## config.mk

```make
export PLATFORM = sky130hd
export DESIGN_NAME = nor_gate_pipe
export DESIGN_NICKNAME = d
export VERILOG_FILES = /design/src/rtl/nor_gate_pipe.sv
export SDC_FILE = /design/constraint.sdc
export NUM_CORES = 1
export LEC_CHECK = 0
export ABC_AREA = 1
export BUFFER_PORTS_ARGS = -buffer_cell sky130_fd_sc_hd__buf_2
export CELL_PAD_IN_SITES_DETAIL_PLACEMENT = 1
export CELL_PAD_IN_SITES_GLOBAL_PLACEMENT = 2
export CORE_UTILIZATION = 33
export CTS_CLUSTER_DIAMETER = 30
export CTS_CLUSTER_SIZE = 12
export DETAILED_ROUTE_END_ITERATION = 7
export PLACE_DENSITY = 0.92
export SYNTH_ARGS = -nofsm -noshare
export SYNTH_HDL_FRONTEND = slang
export SYNTH_SLANG_ARGS = --single-unit
```

## constraint.sdc

```tcl
create_clock -name clk -period 3.3 [get_ports clk]
set_input_delay 0.495 -clock clk [delete_from_list [all_inputs] [get_ports clk]]
set_output_delay 0.495 -clock clk [all_outputs]
set_load 0.02 [all_outputs]
```

## src/rtl/nor_gate_pipe.sv

```systemverilog
// Pipelined N-input bitwise gate with runtime-selectable function.
// Two register stages with valid/ready flow control and a completed-transaction counter.
module nor_gate_pipe #(
    parameter int WIDTH   = 8,
    parameter int N_IN    = 2,
    parameter int COUNT_W = 16
) (
    input  logic                   clk,
    input  logic                   rst,
    input  logic                   in_valid,
    output logic                   in_ready,
    input  logic [N_IN*WIDTH-1:0]  in_data,
    input  logic [2:0]             in_mode,
    output logic                   out_valid,
    input  logic                   out_ready,
    output logic [WIDTH-1:0]       out_data,
    output logic [2:0]             out_mode,
    output logic [COUNT_W-1:0]     txn_count
);

    generate
        if (N_IN < 2 || N_IN > 16) begin : g_bad_n_in
            $error("nor_gate_pipe: N_IN must be in range 2..16");
        end
    endgenerate

    typedef enum logic [2:0] {
        MODE_AND  = 3'd0,
        MODE_OR   = 3'd1,
        MODE_NAND = 3'd2,
        MODE_NOR  = 3'd3,
        MODE_XOR  = 3'd4,
        MODE_XNOR = 3'd5,
        MODE_PASS = 3'd6,
        MODE_NOT  = 3'd7
    } mode_e;

    logic                  s1_valid;
    logic [N_IN*WIDTH-1:0] s1_data;
    logic [2:0]            s1_mode;

    logic                  s2_load;
    logic                  in_fire;
    logic [WIDTH-1:0]      red_and, red_or, red_xor, op0, result;

    // in_ready deliberately sees out_ready combinationally so a full pipe
    // can still accept a new operand in the cycle its result drains.
    assign s2_load  = s1_valid & (~out_valid | out_ready);
    assign in_ready = ~s1_valid | s2_load;
    assign in_fire  = in_valid & in_ready;

    always_comb begin
        red_and = '1;
        red_or  = '0;
        red_xor = '0;
        for (int unsigned k = 0; k < N_IN; k++) begin
            red_and = red_and & s1_data[k*WIDTH +: WIDTH];
            red_or  = red_or  | s1_data[k*WIDTH +: WIDTH];
            red_xor = red_xor ^ s1_data[k*WIDTH +: WIDTH];
        end
        op0 = s1_data[WIDTH-1:0];
        case (mode_e'(s1_mode))
            MODE_AND:  result = red_and;
            MODE_OR:   result = red_or;
            MODE_NAND: result = ~red_and;
            MODE_NOR:  result = ~red_or;
            MODE_XOR:  result = red_xor;
            MODE_XNOR: result = ~red_xor;
            MODE_PASS: result = op0;
            MODE_NOT:  result = ~op0;
            default:   result = '0;
        endcase
    end

    always_ff @(posedge clk) begin
        if (rst) begin
            s1_valid  <= 1'b0;
            s1_data   <= '0;
            s1_mode   <= '0;
            out_valid <= 1'b0;
            out_data  <= '0;
            out_mode  <= '0;
            txn_count <= '0;
        end else begin
            if (in_fire) begin
                s1_data  <= in_data;
                s1_mode  <= in_mode;
                s1_valid <= 1'b1;
            end else if (s2_load) begin
                s1_valid <= 1'b0;
            end

            if (s2_load) begin
                out_valid <= 1'b1;
                out_data  <= result;
                out_mode  <= s1_mode;
            end else if (out_ready) begin
                out_valid <= 1'b0;
            end

            if (out_valid && out_ready)
                txn_count <= txn_count + COUNT_W'(1);
        end
    end

endmodule

```

==> impl_metrics.toml <==
[run_status]
status = "complete, no violations"

[timing]
setup_violations = 0
worst_clock_skew_ps = 9.82
finalSetupTns_ps = 0
rsz0062_at_grt = "no"
relSlewSlack = 0.282
holdWs_ps = 468
min_period_ps = 1820
worst_pin_slew_ps = 1070
timing.fmax_mhz = 549
finalCritPeriodShare = 0.552
final-max-slew-violation-count = 0
hold_violations = 0

[drt]
detail_route.vias_per_cell = 5.04
drtPass1Iterations = 4
wirelength_mm = 7.64
drc = 0
post_drt_wl_per_cell_um = 13.6
ant_nets = 0
vias = 2826
drt_iter0_drc = 90

[worst_setup_path]
start_kind = "flip-flop"
crit_family = "simple AND/OR/NAND/NOR gates"
critPathKind = "flip-flop to flip-flop"
critPathBufInv = 0
crit_arrival_ps = 2040
cpPeakStageDelay_ps = 810
crit_chain = "nand3_1 -> nand2_1 -> o21ai_0 -> a21oi_1"
required_ps = 3520
slowest_stage = "nand2_1"
cp_max_fo = 39
cp-end-kind = "flip-flop"

[finish]
multi_input_area_um2 = 1560
mostFrequentLayoutCell = "nand2_1"
seq_area_um2 = 961
layout.nets = 496
nFillCells = 1088
antenna_cells = 0
area_growth_pct = 13.4
utilization = 0.391
drive_gt1_frac = 0.158
layout_common_cells = "nand2_1, inv_1, buf_2"
design_area_um2 = 3240

[synth]
postSynthAreaPerCell_um2 = 6.84
yosys_warnings = 0
ys_seq_elements = 48
syn_area_um2 = 2860
ys_types = 28
syn_inst = 418
seq_area_frac_synth = 0.336
syn_nets = 458

[grt]
grt_max_degree = 40
antenna_found_initial = 0
grt_pass1_wl_mm = 12.6
grtUsageTotal = 0.176
grt_pass1_vias = 2733
grt_overflow = 0

[clocking]
cts_buffers = 5
cts_setup_buffers = 0
root_buffer = "clkbuf_8"
clk_pin_slew_ps = 90
cts_resized = 0
cts_sinks = 48
htree_levels = 2
clk_latency_ps = 300
cts_tree = "yes"
cts_hold_buffers = 0
clockBufferDepth = 2

[power_and_ir_drop]
p_per_area_nw_per_um2 = 389
power_mw = 1.26
peakVddDrop_mv = 0.161
leakagePower_nw = 1.57

[placement]
port_buffers = 51
dp.final_hpwl_mm = 5.51
placed_area_um2 = 3150
routabilityCongestion = 0.741

[floorplan]
coreArea_um2 = 8300
dieHeight_um = 95.1
fp.dieW_um = 95.1
ioPinCount = 52
rows = 33
die_area_um2 = 9040
start_util = 0.345

[job]
cap_violations = 0

[worst_hold_path]
worstHoldPathType = "flip-flop to flip-flop"
[where the power goes]
part / internal [mW] / total [mW] / leakage (nW) / switching, mW
Combinational: 0.0850 / 0.257 / 1.13 / 0.172
Clock: 0.168 / 0.378 / 0.0473 / 0.210
Sequential: 0.608 / 0.628 / 0.393 / 0.0201
[path summary, 6_finish.rpt]
kind | cells after the start | to | start | slack (ps)
hold / removal | 2 | out_data[2] | out_data[2] | 470
setup / recovery | 4 | s1_data[6] | out_valid | 1480
hold reg to reg | 2 | out_data[2] | out_data[2] | 470
setup reg to reg | 4 | s1_data[6] | out_valid | 1480
[cell families (layout without fill, tap and decap cells)]
logic type,after synthesis,in the layout,synth area share
buffers and inverters,81,119,0.118
AND/OR/NAND/NOR,191,191,0.326
adder cells (fa/ha/maj),17,17,0.0744
flip-flops,48,48,0.336
XOR/XNOR,1,1,0.00306
AO/OA/AOI/OAI,80,80,0.143
[final cells by class]
cell class              instances  area share
clock buffers                   6      0.0255
clock inverters                 1     0.00270
well taps                     105      0.0405
repair buffers                 55      0.0879
flip-flops and latches         48       0.296
inverters                      57      0.0659
multi-input cells             289       0.481
[registers in the layout, indices dropped and copies added, names as in the netlist]
signal / flops
out_mode: 3
s1_mode: 3
txn_count: 16
s1_valid: 1
s1_data: 16
out_data: 8
out_valid: 1
[worst register-to-register path: cells and delay by family, from the launching register on]
family | cells | cell delay, ps
flops | 1 | 430
simple gates | 2 | 960
compound gates | 2 | 350
[cell usage after synthesis]
library cell / instances / area share
nor2_1: 33 / 0.043
o21a_1: 2 / 0.0052
inv_1: 55 / 0.072
nand3b_1: 8 / 0.021
inv_2: 1 / 0.0013
nor3b_1: 1 / 0.0026
nor3_1: 4 / 0.0070
ha_1: 17 / 0.074
clkbuf_1: 7 / 0.0092
nand2_1: 80 / 0.10
nand2_4: 1 / 0.0039
buf_1: 1 / 0.0013
nor2_8: 1 / 0.0070
a21o_1: 1 / 0.0026
dfxtp_1: 48 / 0.34
nand3_4: 1 / 0.0061
and3_1: 1 / 0.0022
nand2_2: 2 / 0.0044
o21ai_0: 35 / 0.061
buf_6: 1 / 0.0039
buf_2: 12 / 0.021
clkinv_1: 1 / 0.0013
buf_4: 3 / 0.0079
xor2_1: 1 / 0.0031
nand3_1: 29 / 0.051
nand4_1: 26 / 0.057
nor2_4: 4 / 0.016
a21oi_1: 42 / 0.073
[per-stage QoR]
step / setup slack, ps / cells
2_1_floorplan: 1770 / 418
3_3_place_gp: 1330 / 554
3_5_place_dp: 1210 / 554
4_1_cts: 1470 / 561
5_1_grt: 1160 / 561
6_report: 1480 / 561
[routing by layer]
layer  up-vias  global-route usage  share of wire
met4         0              0.0480          0.013
met2        41               0.323           0.51
met3         9              0.0183          0.029
li1       1447                   -              -
met5         -                   0              0
met1      1329               0.217           0.45
Power figures use the tool's default switching activity.
